File: config.mk
export PLATFORM = sky130hd
export DESIGN_NAME = jedro_1_alu_arbiter
export DESIGN_NICKNAME = d
export VERILOG_FILES = /design/src/rtl/jedro_1_alu_arbiter.sv
export SDC_FILE = /design/constraint.sdc
export NUM_CORES = 1
export LEC_CHECK = 0
export BUFFER_PORTS_ARGS = -buffer_cell sky130_fd_sc_hd__clkbuf_2
export CAP_MARGIN = 0
export CORE_AREA = 2 2 122 124
export CTS_CLUSTER_SIZE = 14
export DETAILED_ROUTE_END_ITERATION = 16
export DIE_AREA = 0 0 124 126
export GPL_TIMING_DRIVEN = 0
export PLACE_DENSITY = 0.48
export SLEW_MARGIN = 40
export SYNTH_ARGS = -nofsm -noshare
export SYNTH_HDL_FRONTEND = slang
export SYNTH_SLANG_ARGS = --single-unit
File: constraint.sdc
create_clock -name clk_i -period 1.95 [get_ports clk_i]
set_input_delay 0.195 -clock clk_i [delete_from_list [all_inputs] [get_ports clk_i]]
set_output_delay 0.195 -clock clk_i [all_outputs]
set_load 0.005 [all_outputs]
File: src/rtl/jedro_1_alu_arbiter.sv
// rtl/jedro_1_alu_arbiter.sv - round-robin arbiter sharing one registered ALU between two requesters
//
// Purpose:
//   Grants at most one of two requesters per cycle, drives the ALU inputs from
//   the granted port and steers the ALU result (one cycle later) back to the
//   owning requester with a per-port response valid.
//
// Ports:
//   clk_i, rstn_i        clock, synchronous active-low reset
//   flush_i              kills the in-flight response and blocks grants this cycle
//   reqN_*               request valid/ready handshake plus sel, operands, dest, wb
//   alu_*_o              operands/control to the ALU (all zero when nothing is granted)
//   alu_*_i              registered results from the ALU
//   rspN_valid_o         result on the shared rsp_* bus belongs to port N
//   rsp_*_o              shared response bus; rsp_wb_o gated by a live response
//
// Optional: define JEDRO_1_ALU_ARB_PERF_EN to add perf_grant0_o, perf_grant1_o
//   and perf_conflict_o (32-bit wrapping event counters).

module jedro_1_alu_arbiter #(
   parameter int ALU_OP_W = 4,
   parameter int DATA_W   = 32,
   parameter int RADDR_W  = 5
) (
   input  logic                clk_i,
   input  logic                rstn_i,
   input  logic                flush_i,
   input  logic                req0_valid_i,
   output logic                req0_ready_o,
   input  logic [ALU_OP_W-1:0] req0_sel_i,
   input  logic [DATA_W-1:0]   req0_op_a_i,
   input  logic [DATA_W-1:0]   req0_op_b_i,
   input  logic [RADDR_W-1:0]  req0_dest_addr_i,
   input  logic                req0_wb_i,
   input  logic                req1_valid_i,
   output logic                req1_ready_o,
   input  logic [ALU_OP_W-1:0] req1_sel_i,
   input  logic [DATA_W-1:0]   req1_op_a_i,
   input  logic [DATA_W-1:0]   req1_op_b_i,
   input  logic [RADDR_W-1:0]  req1_dest_addr_i,
   input  logic                req1_wb_i,
   output logic [ALU_OP_W-1:0] alu_sel_o,
   output logic [DATA_W-1:0]   alu_op_a_o,
   output logic [DATA_W-1:0]   alu_op_b_o,
   output logic [RADDR_W-1:0]  alu_dest_addr_o,
   output logic                alu_wb_o,
   input  logic [DATA_W-1:0]   alu_res_i,
   input  logic                alu_ops_eq_i,
   input  logic                alu_overflow_i,
   input  logic [RADDR_W-1:0]  alu_dest_addr_i,
   input  logic                alu_wb_i,
   output logic                rsp0_valid_o,
   output logic                rsp1_valid_o,
   output logic [DATA_W-1:0]   rsp_res_o,
   output logic                rsp_ops_eq_o,
   output logic                rsp_overflow_o,
   output logic [RADDR_W-1:0]  rsp_dest_addr_o,
   output logic                rsp_wb_o
`ifdef JEDRO_1_ALU_ARB_PERF_EN
   ,
   output logic [31:0]         perf_grant0_o,
   output logic [31:0]         perf_grant1_o,
   output logic [31:0]         perf_conflict_o
`endif
);

   logic r_rr_ptr;
   logic r_inflight_v;
   logic r_inflight_id;

   logic w_both_valid;
   logic w_grant_en;
   logic w_grant0;
   logic w_grant1;
   logic w_any_grant;
   logic w_granted_id;

   assign w_both_valid = req0_valid_i & req1_valid_i;
   // Reset is folded in here so nothing is granted while rstn_i is low.
   assign w_grant_en   = rstn_i & ~flush_i;

   always_comb begin
      w_grant0 = 1'b0;
      w_grant1 = 1'b0;
      if (w_grant_en) begin
         if (w_both_valid) begin
            w_grant0 = ~r_rr_ptr;
            w_grant1 = r_rr_ptr;
         end else begin
            w_grant0 = req0_valid_i;
            w_grant1 = req1_valid_i;
         end
      end
   end

   assign w_any_grant  = w_grant0 | w_grant1;
   assign w_granted_id = w_grant1;
   assign req0_ready_o = w_grant0;
   assign req1_ready_o = w_grant1;

   // Idle ALU inputs are forced to zero so an ungranted cycle can never write back.
   always_comb begin
      alu_sel_o       = '0;
      alu_op_a_o      = '0;
      alu_op_b_o      = '0;
      alu_dest_addr_o = '0;
      alu_wb_o        = 1'b0;
      if (w_grant0) begin
         alu_sel_o       = req0_sel_i;
         alu_op_a_o      = req0_op_a_i;
         alu_op_b_o      = req0_op_b_i;
         alu_dest_addr_o = req0_dest_addr_i;
         alu_wb_o        = req0_wb_i;
      end else if (w_grant1) begin
         alu_sel_o       = req1_sel_i;
         alu_op_a_o      = req1_op_a_i;
         alu_op_b_o      = req1_op_b_i;
         alu_dest_addr_o = req1_dest_addr_i;
         alu_wb_o        = req1_wb_i;
      end
   end

   always_ff @(posedge clk_i) begin
      if (!rstn_i) begin
         r_rr_ptr      <= 1'b0;
         r_inflight_v  <= 1'b0;
         r_inflight_id <= 1'b0;
      end else begin
         // Favour the other port after any grant; hold otherwise.
         if (w_any_grant) begin
            r_rr_ptr <= ~w_granted_id;
         end
         r_inflight_v  <= w_any_grant & ~flush_i;
         r_inflight_id <= w_granted_id;
      end
   end

   // flush_i also kills the response already coming out of the ALU this cycle.
   assign rsp0_valid_o    = r_inflight_v & ~r_inflight_id & ~flush_i;
   assign rsp1_valid_o    = r_inflight_v &  r_inflight_id & ~flush_i;
   assign rsp_res_o       = alu_res_i;
   assign rsp_ops_eq_o    = alu_ops_eq_i;
   assign rsp_overflow_o  = alu_overflow_i;
   assign rsp_dest_addr_o = alu_dest_addr_i;
   assign rsp_wb_o        = alu_wb_i & (rsp0_valid_o | rsp1_valid_o);

`ifdef JEDRO_1_ALU_ARB_PERF_EN
   logic [31:0] r_perf_grant0;
   logic [31:0] r_perf_grant1;
   logic [31:0] r_perf_conflict;

   always_ff @(posedge clk_i) begin
      if (!rstn_i) begin
         r_perf_grant0   <= '0;
         r_perf_grant1   <= '0;
         r_perf_conflict <= '0;
      end else begin
         if (w_grant0) begin
            r_perf_grant0 <= r_perf_grant0 + 32'd1;
         end
         if (w_grant1) begin
            r_perf_grant1 <= r_perf_grant1 + 32'd1;
         end
         if (w_both_valid & ~flush_i) begin
            r_perf_conflict <= r_perf_conflict + 32'd1;
         end
      end
   end

   assign perf_grant0_o   = r_perf_grant0;
   assign perf_grant1_o   = r_perf_grant1;
   assign perf_conflict_o = r_perf_conflict;
`endif

endmodule

==> qor.csv, run 1 <==
stage;metric;value;unit
run_status;status;completed;
logic_synthesis;ys_top_cells_by_area;a22o_1, buf_4, buf_6, dfxtp_1, buf_2;
placed_design;port_buffers;271;
global_route;grt-ovfl-total;0;
sta;tns;0;ns
hold_path;min_path_type;in -> reg;
hold_path;holdPathStages;3;
cts;clk_latency;0.22;ns
cts;cts_tree;yes;
power_and_ir_drop;power;0.000886;W
cells_and_area;design_area;2910;um2
setup_path;crit_required;1.75;ns
setup_path;startpoint;r_rr_ptr$_SDFFE_PN0P_;
routing;routed_wl;8.20;mm
placed_design;postPlaceCellArea;2820;um2
cts;clk_pin_slew;0.03;ns
logic_synthesis;synthCells;148;
logic_synthesis;synth_area;1240;um2
hold_path;hold_path_end;r_rr_ptr$_SDFFE_PN0P_;
placed_design;gp_congestion;0.751;
sta;worst_slew_pin_slew;0.235;ns
cts;cts_root_buf;clkbuf_16;
routing;drt_iter0_markers;32;
logic_synthesis;synth_edf_count;0;
cts;cts_buffers;3;
setup_path;rrSetupSlack;0.58;ns
die;die_w;124;um
setup_path;crit-reg2reg-launch;r_rr_ptr$_SDFFE_PN0P_;
global_route;antenna_found_initial;0;
die;start_util;8.64;%
routing;vias;2284;
logic_synthesis;yosysTopAreaCellShare;52.4;%
cts;htree_num_levels;1;
sta;post-route-period-util;96.0;%
routing;wl_per_cell;13.5;um
die;rows;44;
cells_and_area;fin_nets;617;
sta;hold_violations;0;
sta;max_freq;534;MHz
logic_synthesis;synth-seq-cells;3;
cells_and_area;diodes;0;
logic_synthesis;synth_cell_types;14;
hold_path;holdCritStartpoint;rstn_i;
logic_synthesis;synthMostInstantiatedCell;a22o_1;
cells_and_area;nFillCells;1608;
sta;setup_viol;0;
setup_path;r2r-end;r_inflight_v$_SDFF_PN0_;
cts;post-cts-setup-buffers;0;
logic_synthesis;seq_area_frac_synth;4.86;%
logic_synthesis;synth.avg_cell_area;8.35;um2
die;die-area;15600;um2
logic_synthesis;synth_area_leader_cell;a22o_1;
cts;cts_num_sinks;3;
die;coreArea;14300;um2
global_route;grt_pass1_vias;2025;
setup_path;critPathArrivalTime;1.68;ns
routing;dr.pass1.iters;4;
sta;drv_slew;0;
routing;ant_nets;0;
cts;holdBufCountCts;0;
global_route;grt.total_usage;8.79;%
logic_synthesis;async_reset_ff_share;0;%
sta;setup_slack;0.0788;ns
sta;fin_worst_skew;0.00121;ns
power_and_ir_drop;powerDensity;305;nW/um2
cts;ctsLongestPathBuffers;2;
logic_synthesis;yosys_warnings;0;
job;maxCapViolations;0;
die;die_h;126;um
die;io_pins;311;
logic_synthesis;ys.flop_type;dfxtp_1;
global_route;grt_pass1_wl;10.4;mm
placed_design;pre_cts_ws;0.265;ns
logic_synthesis;syn_nets;341;
sta;rsz0062_at_grt;false;
cells_and_area;syn_to_final_growth;135;%
power_and_ir_drop;peakVddDrop;273;uV
routing;drc;0;
setup_path;cp-end-kind;output pin;
cells_and_area;drive_above_1_share;78.7;%
power_and_ir_drop;power.leakage;1.82;nW
setup_path;rr_worst_depth;5;
sta;max_slew_margin;84.2;%
setup_path;cp_max_fo;10;
setup_path;critPathKind;reg -> out;
logic_synthesis;yosys-top-cells-count;a22o_1, buf_4, buf_6, buf_2, and3_1;
placed_design;place_hpwl;7.37;mm
global_route;grt_max_degree;11;
routing;vias_per_cell;3.76;
sta;period_minus_slack;1.87;ns
setup_path;cp-start-kind;register;
[worst max-delay path by stage]
stage / endpoint / slack [ns]
4_1_cts: alu_op_a_o[12] / 0.07
6_report: alu_op_a_o[12] / 0.08
3_5_place_dp: alu_op_a_o[12] / 0.26
3_3_place_gp: alu_op_a_o[18] / 0.27
5_1_grt: alu_op_a_o[11] / 0.02
2_1_floorplan: alu_op_a_o[0] / 0.59
[metrics by stage]
stage | cells | utilization (%) | hold slack [ns]
6_report | 607 | 20.3 | 0.185
5_1_grt | 607 | 20.3 | 0.189
4_1_cts | 607 | 20.3 | 0.190
3_5_place_dp | 603 | 19.7 | 0.417
3_3_place_gp | 603 | 19.7 | 0.417
2_1_floorplan | 148 | - | 0.307
[worst max-delay path, cell delays in order (launching register included)]
cell	delay, ns
dfxtp_2	0.32
nand2b_1	0.16
and3_1	0.19
buf_4	0.15
buf_8	0.15
buf_6	0.14
a22o_1	0.22
clkbuf_2	0.12
[kinds of logic after synthesis]
family                 count (synthesis)  share of synthesized area (%)
AO/OA/AOI/OAI                         76                           53.5
buffers and inverters                 59                           36.6
flip-flops                             3                           4.86
AND/OR/NAND/NOR                       10                           4.96
[flip-flops by register name, summed over array words and instances, names as in the netlist]
name,flops
r_inflight_v,1
r_inflight_id,1
r_rr_ptr,1
[repair_timing]
item                                    in CTS  in global routing
gates resized for setup                      0                  4
endpoints found under the hold margin        0                  0
endpoints found under the setup margin       0                 42
[layer usage]
| layer | GRT usage (%) | part of all wire [%] |
|---|---|---|
| met5 | 0 | 0 |
| met4 | 0.991 | 0.35 |
| met3 | 0.815 | 9.2 |
| met2 | 18.1 | 53 |
| met1 | 9.67 | 38 |
[layout make-up]
class,instances,area [um2],share of cell area (%)
Inverter,2,7.51,0.258
Multi-Input combinational cell,86,723,24.9
Timing Repair Buffer,271,1360,46.6
Sequential cell,3,61.3,2.11
Clock buffer,4,78.8,2.71
Tap cell,184,230,7.91
Buffer,57,452,15.5
[report_power, final]
group / total (W) / switching [W] / internal, W
Clock: 0.000327 / 0.0000570 / 0.000270
Combinational: 0.000491 / 0.000189 / 0.000302
Sequential: 0.0000684 / 0.00000269 / 0.0000658
Total: 0.000886 / 0.000249 / 0.000638
[placed cells by master (no fill, tap or decap), drive strengths merged]
| cell type | count |
|---|---|
| a21oi | 1 |
| a22o | 74 |
| a311oi | 1 |
| and3 | 5 |
| buf | 57 |
| clkbuf | 275 |
| dfxtp | 3 |
| inv | 2 |
| nand2 | 1 |
| nand2b | 1 |
| nor2b | 1 |
| nor3b | 1 |
| or2 | 1 |
(Power assumes the default switching activity.)
==> inputs of run 2 (changes only) <==
--- a/config.mk
+++ b/config.mk
@@ -7,12 +7,14 @@
 export LEC_CHECK = 0
 export BUFFER_PORTS_ARGS = -buffer_cell sky130_fd_sc_hd__clkbuf_2
 export CAP_MARGIN = 0
-export CORE_AREA = 2 2 122 124
+export CELL_PAD_IN_SITES_DETAIL_PLACEMENT = 2
+export CELL_PAD_IN_SITES_GLOBAL_PLACEMENT = 2
+export CORE_AREA = 2 2 121 123
 export CTS_CLUSTER_SIZE = 14
 export DETAILED_ROUTE_END_ITERATION = 16
-export DIE_AREA = 0 0 124 126
+export DIE_AREA = 0 0 123 125
 export GPL_TIMING_DRIVEN = 0
-export PLACE_DENSITY = 0.48
+export PLACE_DENSITY = 0.95
 export SLEW_MARGIN = 40
 export SYNTH_ARGS = -nofsm -noshare
 export SYNTH_HDL_FRONTEND = slang
==> run 2 against run 1 <==
Against the previous run: combinational power about the same; largest cell class unchanged; flip-flop and latch count unchanged; hold slack improved by 0.0069 ns; sequential power about the same; first-iteration DRC count increased by 31%; critical endpoint is now alu_op_b_o[30]; fmax decreased by 0.55%; critical path depth unchanged; register-to-register slack got worse by 0.02 ns; critical path type unchanged; sequential share of layout area unchanged; utilization increased by 0.16 points.
==> qor.csv, run 2 (synthesis gave the netlist of run 1 again) <==
stage;metric;value;unit
run_status;status;completed;
global_route;grt_max_degree;11;
cts;post_cts_resized;0;
sta;post-route-period-util;96.5;%
setup_path;cp_slowest_stage_delay;0.32;ns
hold_path;min_path_type;in -> reg;
routing;wl_per_cell;15.1;um
cts;clk_latency;0.23;ns
cts;clk_pin_slew;0.03;ns
global_route;grt.total_usage;10.6;%
placed_design;gp_congestion;0.743;
setup_path;critPathArrivalTime;1.69;ns
die;die_w;123;um
sta;worst_slew_pin_slew;0.208;ns
power_and_ir_drop;peakVddDrop;188;uV
setup_path;cp-end-kind;output pin;
cells_and_area;syn_to_final_growth;135;%
sta;hold_violations;0;
die;die_h;125;um
routing;routed_wl;9.14;mm
placed_design;port_buffers;271;
die;die-area;15400;um2
setup_path;critPathKind;reg -> out;
cts;cts_tree;yes;
setup_path;cp_max_fo;10;
cells_and_area;fin_nets;617;
setup_path;cpMaxStageDelayCell;dfxtp_2;
routing;ant_nets;0;
routing;vias_per_cell;3.87;
power_and_ir_drop;p_clk_share;37.3;%
cells_and_area;drive_above_1_share;78.7;%
die;coreArea;14200;um2
sta;setup_slack;0.0684;ns
power_and_ir_drop;p_comb_share;55.1;%
global_route;antenna_found_initial;0;
cts;holdBufCountCts;0;
setup_path;crit_chain;nand2b_1, and3_1, clkbuf_4, buf_8, buf_6, a22o_1, clkbuf_2;
power_and_ir_drop;swShare;28.7;%
routing;drc;0;
cells_and_area;reg.largest.list;r_inflight_id: 1 flops, r_inflight_v: 1 flops, r_rr_ptr: 1 flops;
power_and_ir_drop;powerDensity;308;nW/um2
cts;cts_buffers;3;
global_route;grt_pass1_vias;2519;
placed_design;pre_cts_ws;0.194;ns
cts;cts_num_sinks;3;
routing;vias;2351;
global_route;grt-ovfl-total;0;
sta;fin_hold_ws;0.192;ns
cells_and_area;fin_cells;607;
sta;max_freq;531;MHz
placed_design;place_hpwl;8.32;mm
die;rows;44;
power_and_ir_drop;power;0.000896;W
job;maxCapViolations;0;
cells_and_area;diodes;0;
routing;drt_iter0_markers;42;
sta;drv_slew;0;
cts;post-cts-setup-buffers;0;
power_and_ir_drop;seqPwrFrac;7.6;%
die;io_pins;311;
sta;max_slew_margin;86.0;%
global_route;grt_pass1_wl;12.7;mm
sta;period_minus_slack;1.88;ns
cts;cts_root_buf;clkbuf_16;
power_and_ir_drop;p_switching;0.000257;W
cts;htree_num_levels;1;
cts;ctsLongestPathBuffers;2;
power_and_ir_drop;internal_power;0.000639;W
cells_and_area;final_common_cell;clkbuf_2;
placed_design;dp.cells;603;
sta;setup_viol;0;
sta;fin_worst_skew;0.00132;ns
routing;dr.pass1.iters;4;
setup_path;crit_required;1.75;ns
power_and_ir_drop;power.leakage;1.82;nW
die;start_util;8.70;%
cells_and_area;most-common-layout-cells;clkbuf_2, a22o_1, buf_4;
setup_path;cp-start-kind;register;
run 2: cell count changes in the layout (fill, tap and decap cells not counted), sizes merged:
cell | before | now
buf | 57 | 56
clkbuf | 275 | 276
run 2: final timing paths:
check	slack [ns]	to	cells past startpoint	start
worst max register to register	0.56	r_inflight_v$_SDFF_PN0_	5	r_rr_ptr$_SDFFE_PN0P_
worst max-delay path	0.07	alu_op_b_o[30]	7	r_rr_ptr$_SDFFE_PN0P_
worst min-delay path	0.19	r_rr_ptr$_SDFFE_PN0P_	3	rstn_i
worst min register to register	0.46	r_rr_ptr$_SDFFE_PN0P_	1	r_rr_ptr$_SDFFE_PN0P_
run 2: through the flow:
step                area (um2)  TNS, ns  util, %
global placement          2820        0     19.9
global route              2910  -0.0313     20.5
finish                    2910        0     20.5
CTS                       2900        0     20.4
floorplan                 1240        0        -
detailed placement        2820        0     19.9
run 2: power by group through the flow:
stage | Sequential (W) | Clock [W] | Combinational, W
3_5_place_dp | 0.0000685 | 0 | 0.000505
6_report | 0.0000682 | 0.000334 | 0.000494
5_1_grt | 0.0000689 | 0.000341 | 0.000545
3_3_place_gp | 0.0000683 | 0 | 0.000487
4_1_cts | 0.0000677 | 0.000340 | 0.000506
2_1_floorplan | 0.0000679 | 0 | 0.000196
run 2: routing by layer:
metal  share of wire [%]  GRT usage, %
met1                  32          10.3
met2                  57          22.4
met3                 9.9          1.69
met4                0.68          2.34
met5                   0             0
run 2: layout make-up:
type,instances,area [um2]
timing repair buffer,271,1360
inverter,2,7.51
fill,1758,11300
buffer,57,452
sequential,3,61.3
clock buffer,4,78.8
tap,184,230
multi-input combinational,86,723
run 2: critical path: cells and delay by family, from the launching register on:
kind	cells	cell delay [ns]
AOI/OAI and AO/OA	1	0.21
and+or+nand+nor	2	0.34
buffers and inverters	4	0.58
DFF	1	0.32
==> inputs of run 3 (changes only) <==
--- a/config.mk
+++ b/config.mk
@@ -15,6 +15,7 @@
 export DIE_AREA = 0 0 123 125
 export GPL_TIMING_DRIVEN = 0
 export PLACE_DENSITY = 0.95
+export REMOVE_ABC_BUFFERS = 1
 export SLEW_MARGIN = 40
 export SYNTH_ARGS = -nofsm -noshare
 export SYNTH_HDL_FRONTEND = slang
==> run 3 against run 2 <==
Against the previous run: clock skew about the same; clock-buffer cell count unchanged; fmax up 3.4%; routed wire length up 11%; cell count down 15%; total power down 13%; sequential power about the same; largest power group unchanged; design area down 19%; sequential share of layout area up 0.44 points; critical path depth down 2; flip-flop and latch count unchanged; worst setup slack better by 0.062 ns.
==> qor.csv, run 3 (synthesis gave the netlist of run 1 again) <==
stage;metric;value;unit
routing;wl_per_cell;19.6;um
cells_and_area;final_util;16.6;%
global_route;antenna_found_initial;0;
sta;period_minus_slack;1.82;ns
routing;dr.pass1.iters;6;
hold_path;holdCritStartpoint;rstn_i;
setup_path;cp-end-kind;output pin;
die;die_w;123;um
setup_path;crit-reg2reg-launch;r_rr_ptr$_SDFFE_PN0P_;
die;coreArea;14200;um2
placed_design;port_buffers;232;
placed_design;gp_congestion;0.689;
routing;drt_iter0_markers;72;
sta;fin_worst_skew;0.00148;ns
routing;top_layer;met5;
cts;cts_root_buf;clkbuf_16;
cells_and_area;fin_cells;517;
sta;setup_viol;0;
die;start_util;8.70;%
setup_path;crit_chain;nand2b_1, and3_4, buf_12, a22o_1, clkbuf_2;
routing;ant_nets;0;
die;io_pins;311;
setup_path;rrSetupSlack;0.63;ns
routing;wl_met1;3.75;mm
cells_and_area;diodes;0;
sta;post-route-period-util;93.3;%
setup_path;crit_family;simple AND/OR/NAND/NOR gates;
routing;drc;0;
setup_path;cp-start-kind;register;
routing;vias_per_cell;4.09;
setup_path;rr_worst_depth;4;
global_route;grt_max_degree;42;
cells_and_area;fin_nets;527;
setup_path;critPathKind;reg -> out;
cts;cts_buffers;3;
power_and_ir_drop;peakVddDrop;145;uV
global_route;grt_pass1_wl;13.8;mm
sta;fin_hold_ws;0.198;ns
power_and_ir_drop;power.leakage;1.40;nW
cts;htree_num_levels;1;
die;die-area;15400;um2
cts;clk_pin_slew;0.03;ns
cells_and_area;final_common_cell;clkbuf_2;
hold_path;hold_path_end;r_rr_ptr$_SDFFE_PN0P_;
sta;rsz0062_at_grt;false;
die;rows;44;
setup_path;cp_slowest_stage_delay;0.36;ns
routing;vias;2113;
job;maxCapViolations;0;
placed_design;dp.cells;509;
routing;dr_wl_met2;4.50;mm
sta;max_freq;550;MHz
run_status;status;completed;
global_route;grt-ovfl-total;0;
die;die_h;125;um
cells_and_area;nFillCells;1756;
hold_path;holdPathStages;3;
sta;max_slew_margin;71.7;%
routing;routed_wl;10.2;mm
placed_design;place_hpwl;8.33;mm
setup_path;crit_required;1.75;ns
sta;drv_slew;0;
setup_path;startpoint;r_rr_ptr$_SDFFE_PN0P_;
power_and_ir_drop;power;0.000780;W
sta;hold_violations;0;
cells_and_area;most-common-layout-cells;clkbuf_2, a22o_1;
setup_path;cp_max_fo;39;
cts;ctsLongestPathBuffers;2;
routing;wl_met3;1.80;mm
setup_path;cpMaxStageDelayCell;dfxtp_1;
cells_and_area;syn_to_final_growth;90.6;%
global_route;grt.total_usage;12.3;%
setup_path;critPathArrivalTime;1.62;ns
hold_path;min_path_type;in -> reg;
cells_and_area;reg.largest.list;r_inflight_id: 1 flops, r_inflight_v: 1 flops, r_rr_ptr: 1 flops;
sta;worst_slew_pin_slew;0.424;ns
global_route;grt_pass1_vias;2361;
cts;cts_num_sinks;3;
setup_path;r2r-end;r_inflight_v$_SDFF_PN0_;
setup_path;worst-path-buf-inv;2;
power_and_ir_drop;powerDensity;331;nW/um2
cells_and_area;drive_above_1_share;73.6;%
cts;clk_latency;0.23;ns
cts;cts_tree;yes;
==> run 3: cell types whose count changed in the layout (fill, tap and decap cells not counted), moves of 2 or more <==
cell      change
buf_2         -7
buf_4        -38
clkbuf_2     -39
and3_2        +2
and3_4        +2
buf_12        +3
and3_1        -2
buf_6         -9
==> run 3: tightest hold or removal path: cells and delay by family <==
| kind | cells | cell delay [ns] |
|---|---|---|
| buffers and inverters | 2 | 0.14 |
| AO/OA/AOI/OAI | 1 | 0.04 |
==> run 3: what timing repair did <==
action                                  CTS  global route
endpoints found under the setup margin   37             9
cloned                                    2             0
hold endpoints to repair                  0             0
buffers inserted                          1             1
resized for setup                         1             0
hold buffers                              0             0
pin swaps                                 2             1
==> run 3: how the worst max path moves through the flow <==
stage | to | slack [ns] | depth (start not counted)
finish | alu_op_a_o[31] | 0.13 | 5
global route | alu_op_b_o[16] | 0.02 | 4
CTS | alu_op_a_o[31] | 0.04 | 5
detailed placement | alu_op_a_o[31] | 0.04 | 6
global placement | alu_op_a_o[19] | -1.54 | 5
floorplan | alu_dest_addr_o[0] | -0.38 | 3
==> run 3: layer usage <==
| layer | GRT usage [%] | vias up |
|---|---|---|
| li1 | - | 918 |
| met1 | 13.4 | 968 |
| met2 | 19.5 | 219 |
| met3 | 8.67 | 6 |
| met4 | 1.40 | 2 |
| met5 | 4.93 | - |
==> run 3: report_power, final <==
group | switching, W | leakage (nW) | internal [W] | total [W]
Sequential | 0.00000263 | 0.0247 | 0.0000654 | 0.0000681
Clock | 0.0000620 | 0.0382 | 0.000270 | 0.000332
Combinational | 0.000160 | 1.34 | 0.000220 | 0.000380
Total | 0.000224 | 1.40 | 0.000556 | 0.000780
==> run 3: through the flow <==
step / setup slack, ns / setup TNS, ns / area [um2]
floorplan: -0.375 / -28.06 / 791
global placement: -1.54 / -109.21 / 2180
detailed placement: 0.0373 / 0 / 2230
CTS: 0.0364 / 0 / 2350
global route: 0.0161 / 0 / 2360
finish: 0.131 / 0 / 2360
==> run 3: area by class of cell <==
type | instances | area (um2) | area share (%)
multi-input combinational | 88 | 751 | 31.9
tap | 184 | 230 | 9.77
timing repair buffer | 236 | 1230 | 52.2
sequential | 3 | 60.1 | 2.55
inverter | 2 | 7.51 | 0.319
clock buffer | 4 | 78.8 | 3.35
